--- src/rtl/ps2_pkg.sv ---
// rtl/ps2_pkg.sv - shared types, constants and timing helper for the PS/2 host transmitter
package ps2_pkg;

  typedef enum logic [2:0] {
    IDLE,
    INHIBIT,
    RTS,
    DATA,
    ACK,
    WAIT_IDLE,
    DONE,
    ERR
  } ps2_tx_state_t;

  localparam int PS2_FRAME_BITS = 11;
  localparam int PS2_RETRIES    = 2;

  // 64-bit product: 15000 us at 48 MHz overflows 32 bits
  function automatic int us_to_cycles(input longint us, input longint freq);
    return int'((us * freq) / longint'(1000000));
  endfunction

endpackage

--- src/rtl/ps2_host_tx_if.sv ---
// rtl/ps2_host_tx_if.sv - command handshake and status between sequencer and PS/2 transmitter
interface ps2_host_tx_if;
  logic [7:0] tx_data;
  logic       tx_valid;
  logic       tx_ready;
  logic       busy;
  logic       tx_done;
  logic       tx_err;
  logic       tx_nack;

  modport master (
    output tx_data, tx_valid,
    input  tx_ready, busy, tx_done, tx_err, tx_nack
  );

  modport slave (
    input  tx_data, tx_valid,
    output tx_ready, busy, tx_done, tx_err, tx_nack
  );
endinterface

--- src/rtl/ps2_line_filter.sv ---
// rtl/ps2_line_filter.sv - 2-flop synchronizer plus 4-sample history for one PS/2 line
module ps2_line_filter (
  input  logic clk,
  input  logic rst_n,
  input  logic pin,
  output logic level,
  output logic fall,
  output logic rise
);
  logic [1:0] sync;
  logic [3:0] hist;

  always_ff @(posedge clk or negedge rst_n) begin
    if (!rst_n) begin
      sync  <= 2'b11;
      hist  <= 4'b1111;
      level <= 1'b1;
    end else begin
      sync <= {sync[0], pin};
      hist <= {sync[1], hist[3:1]};
      // level only moves once the whole history agrees
      if (hist == 4'b1111)
        level <= 1'b1;
      else if (hist == 4'b0000)
        level <= 1'b0;
    end
  end

  assign fall = (hist == 4'b0001);
  assign rise = (hist == 4'b1110);
endmodule

--- src/rtl/ps2_host_tx.sv ---
// rtl/ps2_host_tx.sv - PS/2 host-to-device transmitter; PS2_HOST_TX_RETRY_EN enables up to two retries
module ps2_host_tx
  import ps2_pkg::*;
#(
  parameter int CLK_FREQ         = 48000000,
  parameter int INHIBIT_US       = 100,
  parameter int START_TIMEOUT_US = 15000,
  parameter int FRAME_TIMEOUT_US = 2000
) (
  input  logic         clk_sys,
  input  logic         reset_n,
  input  logic         ps2_kbd_clk,
  input  logic         ps2_kbd_data,
  output logic         ps2_clk_drv,
  output logic         ps2_data_drv,
  ps2_host_tx_if.slave tx
);
  localparam int INHIBIT_CYC = us_to_cycles(INHIBIT_US, CLK_FREQ);
  localparam int START_CYC   = us_to_cycles(START_TIMEOUT_US, CLK_FREQ);
  localparam int FRAME_CYC   = us_to_cycles(FRAME_TIMEOUT_US, CLK_FREQ);
  localparam int MAX_A       = (INHIBIT_CYC > START_CYC) ? INHIBIT_CYC : START_CYC;
  localparam int MAX_CYC     = (MAX_A > FRAME_CYC) ? MAX_A : FRAME_CYC;
  localparam int TW          = $clog2(MAX_CYC + 1);

  localparam logic [TW-1:0] INHIBIT_END = TW'(INHIBIT_CYC - 1);
  localparam logic [TW-1:0] START_END   = TW'(START_CYC - 1);
  localparam logic [TW-1:0] FRAME_END   = TW'(FRAME_CYC - 1);

  ps2_tx_state_t state;
  logic [TW-1:0] timer;
  logic [9:0]    shift;
  logic [3:0]    bit_cnt;
  logic          ready_q, busy_q, done_q, err_q, nack_q;
  logic          clk_level, clk_fall, clk_rise;
  logic          data_level, data_fall, data_rise;
  logic          accept, in_frame, timeout, nack_fail, fail, last_try;
  logic          unused_edges;

  ps2_line_filter u_clk_filter (
    .clk(clk_sys), .rst_n(reset_n), .pin(ps2_kbd_clk),
    .level(clk_level), .fall(clk_fall), .rise(clk_rise)
  );

  ps2_line_filter u_data_filter (
    .clk(clk_sys), .rst_n(reset_n), .pin(ps2_kbd_data),
    .level(data_level), .fall(data_fall), .rise(data_rise)
  );

  assign unused_edges = &{1'b0, clk_rise, data_fall, data_rise};

`ifdef PS2_HOST_TX_RETRY_EN
  logic [9:0] frame_q;
  logic [1:0] retry_q;
  assign last_try = (retry_q == 2'(PS2_RETRIES));
`else
  assign last_try = 1'b1;
`endif

  assign accept    = tx.tx_valid & ready_q;
  assign in_frame  = (state == DATA) || (state == ACK) || (state == WAIT_IDLE);
  // a device edge on the very last start-timer cycle still counts
  assign timeout   = ((state == RTS) && (timer == START_END) && !clk_fall) ||
                     (in_frame && (timer == FRAME_END));
  assign nack_fail = (state == ACK) && clk_fall && data_level;
  assign fail      = timeout | nack_fail;

  always_ff @(posedge clk_sys or negedge reset_n) begin
    if (!reset_n) begin
      state        <= IDLE;
      timer        <= '0;
      shift        <= '0;
      bit_cnt      <= '0;
      ready_q      <= 1'b1;
      busy_q       <= 1'b0;
      done_q       <= 1'b0;
      err_q        <= 1'b0;
      nack_q       <= 1'b0;
      ps2_clk_drv  <= 1'b0;
      ps2_data_drv <= 1'b0;
`ifdef PS2_HOST_TX_RETRY_EN
      frame_q      <= '0;
      retry_q      <= '0;
`endif
    end else begin
      done_q <= 1'b0;
      err_q  <= 1'b0;
      nack_q <= 1'b0;
      case (state)
        IDLE: begin
          if (accept) begin
            shift       <= {1'b1, ~^tx.tx_data, tx.tx_data};
            bit_cnt     <= '0;
            timer       <= '0;
            ready_q     <= 1'b0;
            busy_q      <= 1'b1;
            ps2_clk_drv <= 1'b1;
            state       <= INHIBIT;
`ifdef PS2_HOST_TX_RETRY_EN
            frame_q     <= {1'b1, ~^tx.tx_data, tx.tx_data};
            retry_q     <= '0;
`endif
          end
        end
        INHIBIT: begin
          if (timer == INHIBIT_END) begin
            ps2_clk_drv  <= 1'b0;
            ps2_data_drv <= 1'b1;
            timer        <= '0;
            state        <= RTS;
          end else begin
            timer <= timer + TW'(1);
          end
        end
        RTS, DATA: begin
          timer <= timer + TW'(1);
          // the first device edge already carries bit 0; edge 10 puts the stop bit
          if (clk_fall) begin
            ps2_data_drv <= ~shift[0];
            shift        <= {1'b0, shift[9:1]};
            bit_cnt      <= bit_cnt + 4'd1;
            if (state == RTS) begin
              timer <= '0;
              state <= DATA;
            end else if (bit_cnt == 4'd9) begin
              state <= ACK;
            end
          end
        end
        ACK: begin
          timer        <= timer + TW'(1);
          ps2_data_drv <= 1'b0;
          if (clk_fall && !data_level)
            state <= WAIT_IDLE;
        end
        WAIT_IDLE: begin
          timer <= timer + TW'(1);
          if (clk_level && data_level) begin
            done_q <= 1'b1;
            state  <= DONE;
          end
        end
        DONE: begin
          busy_q  <= 1'b0;
          ready_q <= 1'b1;
          state   <= IDLE;
        end
        ERR: begin
`ifdef PS2_HOST_TX_RETRY_EN
          if (!last_try) begin
            retry_q     <= retry_q + 2'd1;
            shift       <= frame_q;
            bit_cnt     <= '0;
            timer       <= '0;
            ps2_clk_drv <= 1'b1;
            state       <= INHIBIT;
          end else
`endif
          begin
            busy_q  <= 1'b0;
            ready_q <= 1'b1;
            state   <= IDLE;
          end
        end
        default: state <= IDLE;
      endcase
      // failure overrides whatever the state branch decided this cycle
      if (fail) begin
        state        <= ERR;
        ps2_clk_drv  <= 1'b0;
        ps2_data_drv <= 1'b0;
        done_q       <= 1'b0;
        err_q        <= last_try;
        nack_q       <= last_try & nack_fail;
      end
    end
  end

  assign tx.tx_ready = ready_q;
  assign tx.busy     = busy_q;
  assign tx.tx_done  = done_q;
  assign tx.tx_err   = err_q;
  assign tx.tx_nack  = nack_q;
endmodule

--- src/flat_wrapper.sv ---
// flat-port wrapper written by rule: the top's interface ports become plain ports
module ps2_host_tx_flat import ps2_pkg::*;
#(
  parameter int CLK_FREQ         = 48000000,
  parameter int INHIBIT_US       = 100,
  parameter int START_TIMEOUT_US = 15000,
  parameter int FRAME_TIMEOUT_US = 2000
)
  (clk_sys, reset_n, ps2_kbd_clk, ps2_kbd_data, ps2_clk_drv, ps2_data_drv, tx_tx_data, tx_tx_valid, tx_tx_ready, tx_busy, tx_tx_done, tx_tx_err, tx_tx_nack);
  ps2_host_tx_if tx_i ();
  input  logic clk_sys;
  input  logic reset_n;
  input  logic ps2_kbd_clk;
  input  logic ps2_kbd_data;
  output logic ps2_clk_drv;
  output logic ps2_data_drv;
  input wire logic [$bits(tx_i.tx_data)-1:0] tx_tx_data;
  input wire logic [$bits(tx_i.tx_valid)-1:0] tx_tx_valid;
  output wire logic [$bits(tx_i.tx_ready)-1:0] tx_tx_ready;
  output wire logic [$bits(tx_i.busy)-1:0] tx_busy;
  output wire logic [$bits(tx_i.tx_done)-1:0] tx_tx_done;
  output wire logic [$bits(tx_i.tx_err)-1:0] tx_tx_err;
  output wire logic [$bits(tx_i.tx_nack)-1:0] tx_tx_nack;
  assign tx_i.tx_data = tx_tx_data;
  assign tx_i.tx_valid = tx_tx_valid;
  assign tx_tx_ready = tx_i.tx_ready;
  assign tx_busy = tx_i.busy;
  assign tx_tx_done = tx_i.tx_done;
  assign tx_tx_err = tx_i.tx_err;
  assign tx_tx_nack = tx_i.tx_nack;
  ps2_host_tx #(.CLK_FREQ(CLK_FREQ), .INHIBIT_US(INHIBIT_US), .START_TIMEOUT_US(START_TIMEOUT_US), .FRAME_TIMEOUT_US(FRAME_TIMEOUT_US)) u_core (.clk_sys(clk_sys), .reset_n(reset_n), .ps2_kbd_clk(ps2_kbd_clk), .ps2_kbd_data(ps2_kbd_data), .ps2_clk_drv(ps2_clk_drv), .ps2_data_drv(ps2_data_drv), .tx(tx_i));
endmodule
--- config.mk ---
export PLATFORM = sky130hd
export DESIGN_NAME = ps2_host_tx_flat
export DESIGN_NICKNAME = d
export VERILOG_FILES = /design/src/rtl/ps2_pkg.sv /design/src/rtl/ps2_host_tx_if.sv /design/src/rtl/ps2_line_filter.sv /design/src/rtl/ps2_host_tx.sv /design/src/flat_wrapper.sv
export SDC_FILE = /design/constraint.sdc
export NUM_CORES = 1
export LEC_CHECK = 0
export BUFFER_PORTS_ARGS = -buffer_cell sky130_fd_sc_hd__buf_2
export CAP_MARGIN = 5
export CORE_ASPECT_RATIO = 1.4
export CORE_UTILIZATION = 55
export DETAILED_ROUTE_END_ITERATION = 8
export HOLD_SLACK_MARGIN = 0.06
export PLACE_DENSITY_LB_ADDON = 0.3
export SETUP_SLACK_MARGIN = 0.4
export SLEW_MARGIN = 30
export SYNTH_ARGS = -nofsm -noshare
export SYNTH_HDL_FRONTEND = slang
export SYNTH_SLANG_ARGS = --single-unit
--- constraint.sdc ---
create_clock -name clk_sys -period 3.35 [get_ports clk_sys]
set_clock_uncertainty 0.2 [all_clocks]
set_input_delay 0.67 -clock clk_sys [delete_from_list [all_inputs] [get_ports clk_sys]]
set_output_delay 0.67 -clock clk_sys [all_outputs]
set_load 0.01 [all_outputs]
==> results.sh <==
export IMPL_num_fill_cells=468
export IMPL_fin_crit_ns=2.60
export IMPL_hold_end="u_core.u_data_filter.hist[3]"
export IMPL_vdd_drop_max_v=0.000532
export IMPL_drtIter0Drc=243
export IMPL_relSlewSlack_pct=54.6
export IMPL_initial_core_util_pct=56.9
export IMPL_ys_seq_elements=58
export IMPL_grt_max_degree=29
export IMPL_seq_area_frac_synth_pct=47.1
export IMPL_r2r_start="u_core.state[0]"
export IMPL_syn_nets=350
export IMPL_crit_family="simple AND/OR/NAND/NOR gates"
export IMPL_hp_start="u_core.u_data_filter.sync[1]"
export IMPL_wire_per_inst_um=15.7
export IMPL_synth_area_mm2=0.00312
export IMPL_seq_power_share_pct=35.0
export IMPL_chipHeight_um=91.1
export IMPL_start_kind="register"
export IMPL_dr_pass1_iters=4
export IMPL_clock_fmax_ghz=0.384
export IMPL_vias=2590
export IMPL_hp_class="register to register"
export IMPL_cts_buffers=9
export IMPL_synth_compound_area_share_pct=15.6
export IMPL_grt_overflow_total=0
export IMPL_synth_most_common_cell="dfrtp_1"
export IMPL_rr_worst_depth=6
export IMPL_rsz0062_at_grt="false"
export IMPL_regArea_mm2=0.00147
export IMPL_synth_top_area_share_pct=34.5
export IMPL_post_cts_resize_count=0
export IMPL_power_density_mw_per_mm2=763
export IMPL_synth_commonest_cells="dfrtp_1 (43), nand2_1 (34), o21ai_0 (26)"
export IMPL_switchingPower_uw=1090
export IMPL_whs_path_depth=0
export IMPL_die_area_mm2=0.00598
export IMPL_post_synth_num_cell_types=47
export IMPL_timing_hold_violations_final=0
export IMPL_layout_nets=375
export IMPL_htree_levels=3
export IMPL_syn2layout_area_growth_pct=13.6
export IMPL_maxCapViolations=0
export IMPL_setup_violations=0
export IMPL_path_buf_inv=1
export IMPL_p_int_uw=1610
export IMPL_r2r_end="u_core.timer[19]"
export IMPL_synth_xor_area_share_pct=5.05
export IMPL_ys_top_cells_by_area="dfrtp_1 (34%), dfstp_2 (13%), o21ai_0 (4.2%)"
export IMPL_worstPathMaxFanout=17
export IMPL_cts_clk_slew_worst_paths_ns=0.07
export IMPL_drc=0
export IMPL_antenna_cells=0
export IMPL_insertion_delay_ns=0.35
export IMPL_io_buffers=19
export IMPL_routed_wl_um=6700
export IMPL_fin_crit_sh_pct=77.6
export IMPL_dp_slack_ns=0.682
export IMPL_io_pins=20
export IMPL_grt_pass1_wl_um=11500
export IMPL_synth_avg_cell_area_um2=9.51
export IMPL_rows=32
export IMPL_synth_fa_ha_area_share_pct=3.61
export IMPL_clock_sinks=58
export IMPL_setup_slack_ns=0.749
export IMPL_critical_path_cell_chain="a2111oi_0 -> buf_4 -> or4_1 -> nor4_1 -> xnor2_1 -> a21oi_1"
export IMPL_synth_flop_cell="dfrtp_1"
export IMPL_required_ns=3.38
export IMPL_path_class="register to register"
export IMPL_synth_top_family_by_area="simple AND/OR/NAND/NOR gates"
export IMPL_synthArstFlopShare_pct=100
export IMPL_tightest_slew_ns=0.680
export IMPL_slowest_stage="dfrtp_1"
export IMPL_place_congestion=0.832
export IMPL_clockRootBuffer="clkbuf_8"
export IMPL_synth_area_leader_cell="dfrtp_1"
export IMPL_p_leak_uw=0.00146
export IMPL_total_power_uw=2700
export IMPL_grt_usage_pct=25.2
export IMPL_swShare_pct=40.3
export IMPL_post_cts_setup_buffer_count=0
export IMPL_multiInputGateArea_mm2=0.00152
export IMPL_synthMuxAreaShare_pct=3.85
export IMPL_cts_hold_buf=1
export IMPL_drive_above_1_share_pct=19.8
export IMPL_synthSimpleGateAreaFrac_pct=20.6
export IMPL_power_share_clock_pct=25.0
export IMPL_tns_ns=0
export IMPL_vias_per_cell=6.08
export IMPL_cp_arrival_ns=2.63
export IMPL_netlist_instances=328
export IMPL_path_depth=6
export IMPL_synth_warnings=0
export IMPL_ant_nets=0
export IMPL_slew_violations=0
export IMPL_dp_hpwl_um=4550
export IMPL_combPwrFrac_pct=40.0
export IMPL_tritoncts="done"
export IMPL_dieWidth_um=65.7
export IMPL_cp_end_kind="register"
export IMPL_core_mm2=0.00549
export IMPL_first_global_vias=2608
export IMPL_cpPeakStageDelay_ns=0.67
export IMPL_status="completed"
export IMPL_worst_r2r_setup_slack_ns=0.75
export IMPL_synth_edff_count=0
export IMPL_antenna_found_initial=0
export IMPL_clk_path_buf_depth=2
==> power groups by stage <==
stage / logic (uW) / clock network [uW] / registers, uW
5_1_grt: 1210 / 728 / 965
3_3_place_gp: 1040 / 0 / 951
2_1_floorplan: 806 / 0 / 923
6_report: 1080 / 676 / 946
3_5_place_dp: 1080 / 0 / 956
4_1_cts: 1090 / 694 / 945
==> layout by cell type, fill, tap and decap left out, drive strengths merged, types with 3 or more instances in the layout <==
| cell type | netlist | routed |
|---|---|---|
| nor3 | 8 | 8 |
| nor4 | 4 | 4 |
| mux2i | 12 | 12 |
| nand2b | 6 | 6 |
| xnor2 | 13 | 13 |
| buf | 4 | 31 |
| clkbuf | 14 | 11 |
| nand3 | 11 | 11 |
| nor2 | 10 | 10 |
| xor2 | 5 | 5 |
| clkinv | 1 | 4 |
| and4 | 3 | 3 |
| a21oi | 24 | 24 |
| nand2 | 34 | 34 |
| o211ai | 4 | 4 |
| nor2b | 4 | 4 |
| dfrtp | 43 | 43 |
| nor4b | 3 | 3 |
| nand4 | 9 | 9 |
| dfstp | 15 | 15 |
| o21ai | 27 | 27 |
| or4b | 3 | 3 |
| nand3b | 3 | 3 |
| or2 | 3 | 3 |
| a31oi | 12 | 12 |
| ha | 9 | 9 |
| inv | 14 | 16 |
| or3 | 6 | 6 |
| o22ai | 3 | 3 |
| nor3b | 3 | 3 |
==> metrics by stage <==
step,util (%),instance area [um2],std cells,hold WS (ns)
after floorplan,-,3120,328,0.145
after global placement,60.5,3320,409,0.147
after detailed placement,60.5,3320,409,0.148
after CTS,64.6,3540,426,0.160
after global routing,64.6,3540,426,0.161
final,64.6,3540,426,0.158
==> state kept, by name (all words and copies together), names as in the netlist, 2 cells and up <==
| signal | cells |
|---|---|
| u_core.bit_cnt | 4 |
| u_core.shift | 10 |
| u_core.state | 3 |
| u_core.timer | 20 |
| u_core.u_clk_filter.hist | 4 |
| u_core.u_clk_filter.sync | 2 |
| u_core.u_data_filter.hist | 4 |
| u_core.u_data_filter.sync | 2 |
==> cells by family after synthesis <==
kind of cell             after synthesis
XOR/XNOR                              18
AO/OA/AOI/OAI                         82
multiplexers                          12
adder cells (fa/ha/maj)                9
buffers and inverters                 33
flip-flops                            58
AND/OR/NAND/NOR                      116
==> worst max-delay path by stage <==
stage | end | from | slack, ns
finish | u_core.timer[19] | u_core.state[0] | 0.75
global route | u_core.timer[11] | u_core.state[0] | 0.54
floorplan | u_core.timer[11] | u_core.state[1] | 0.77
CTS | u_core.timer[19] | u_core.state[0] | 0.76
detailed placement | u_core.timer[19] | tx_tx_valid | 0.68
global placement | u_core.timer[19] | tx_tx_valid | 0.72
==> worst reg2reg max path, stage by stage, from the launching register on <==
cell,delay (ns)
dfrtp_1,0.67
a2111oi_0,0.19
buf_4,0.19
or4_1,0.65
nor4_1,0.38
xnor2_1,0.16
a21oi_1,0.05
==> cell type report <==
type	instances	area share [%]
Clock buffer	11	4.91
Timing Repair Buffer	32	5.51
Sequential cell	58	41.5
Multi-Input combinational cell	237	42.9
Tap cell	68	2.40
Inverter	15	1.62
Clock inverter	5	1.17
==> layer usage <==
layer	vias to the layer above	routed length (um)	track usage, %
met5	-	0	0
met4	0	103	11.4
met3	12	312	7.91
met2	71	3590	42.2
met1	1274	2690	28.5
li1	1233	-	-
Power figures use the tool's default switching activity.
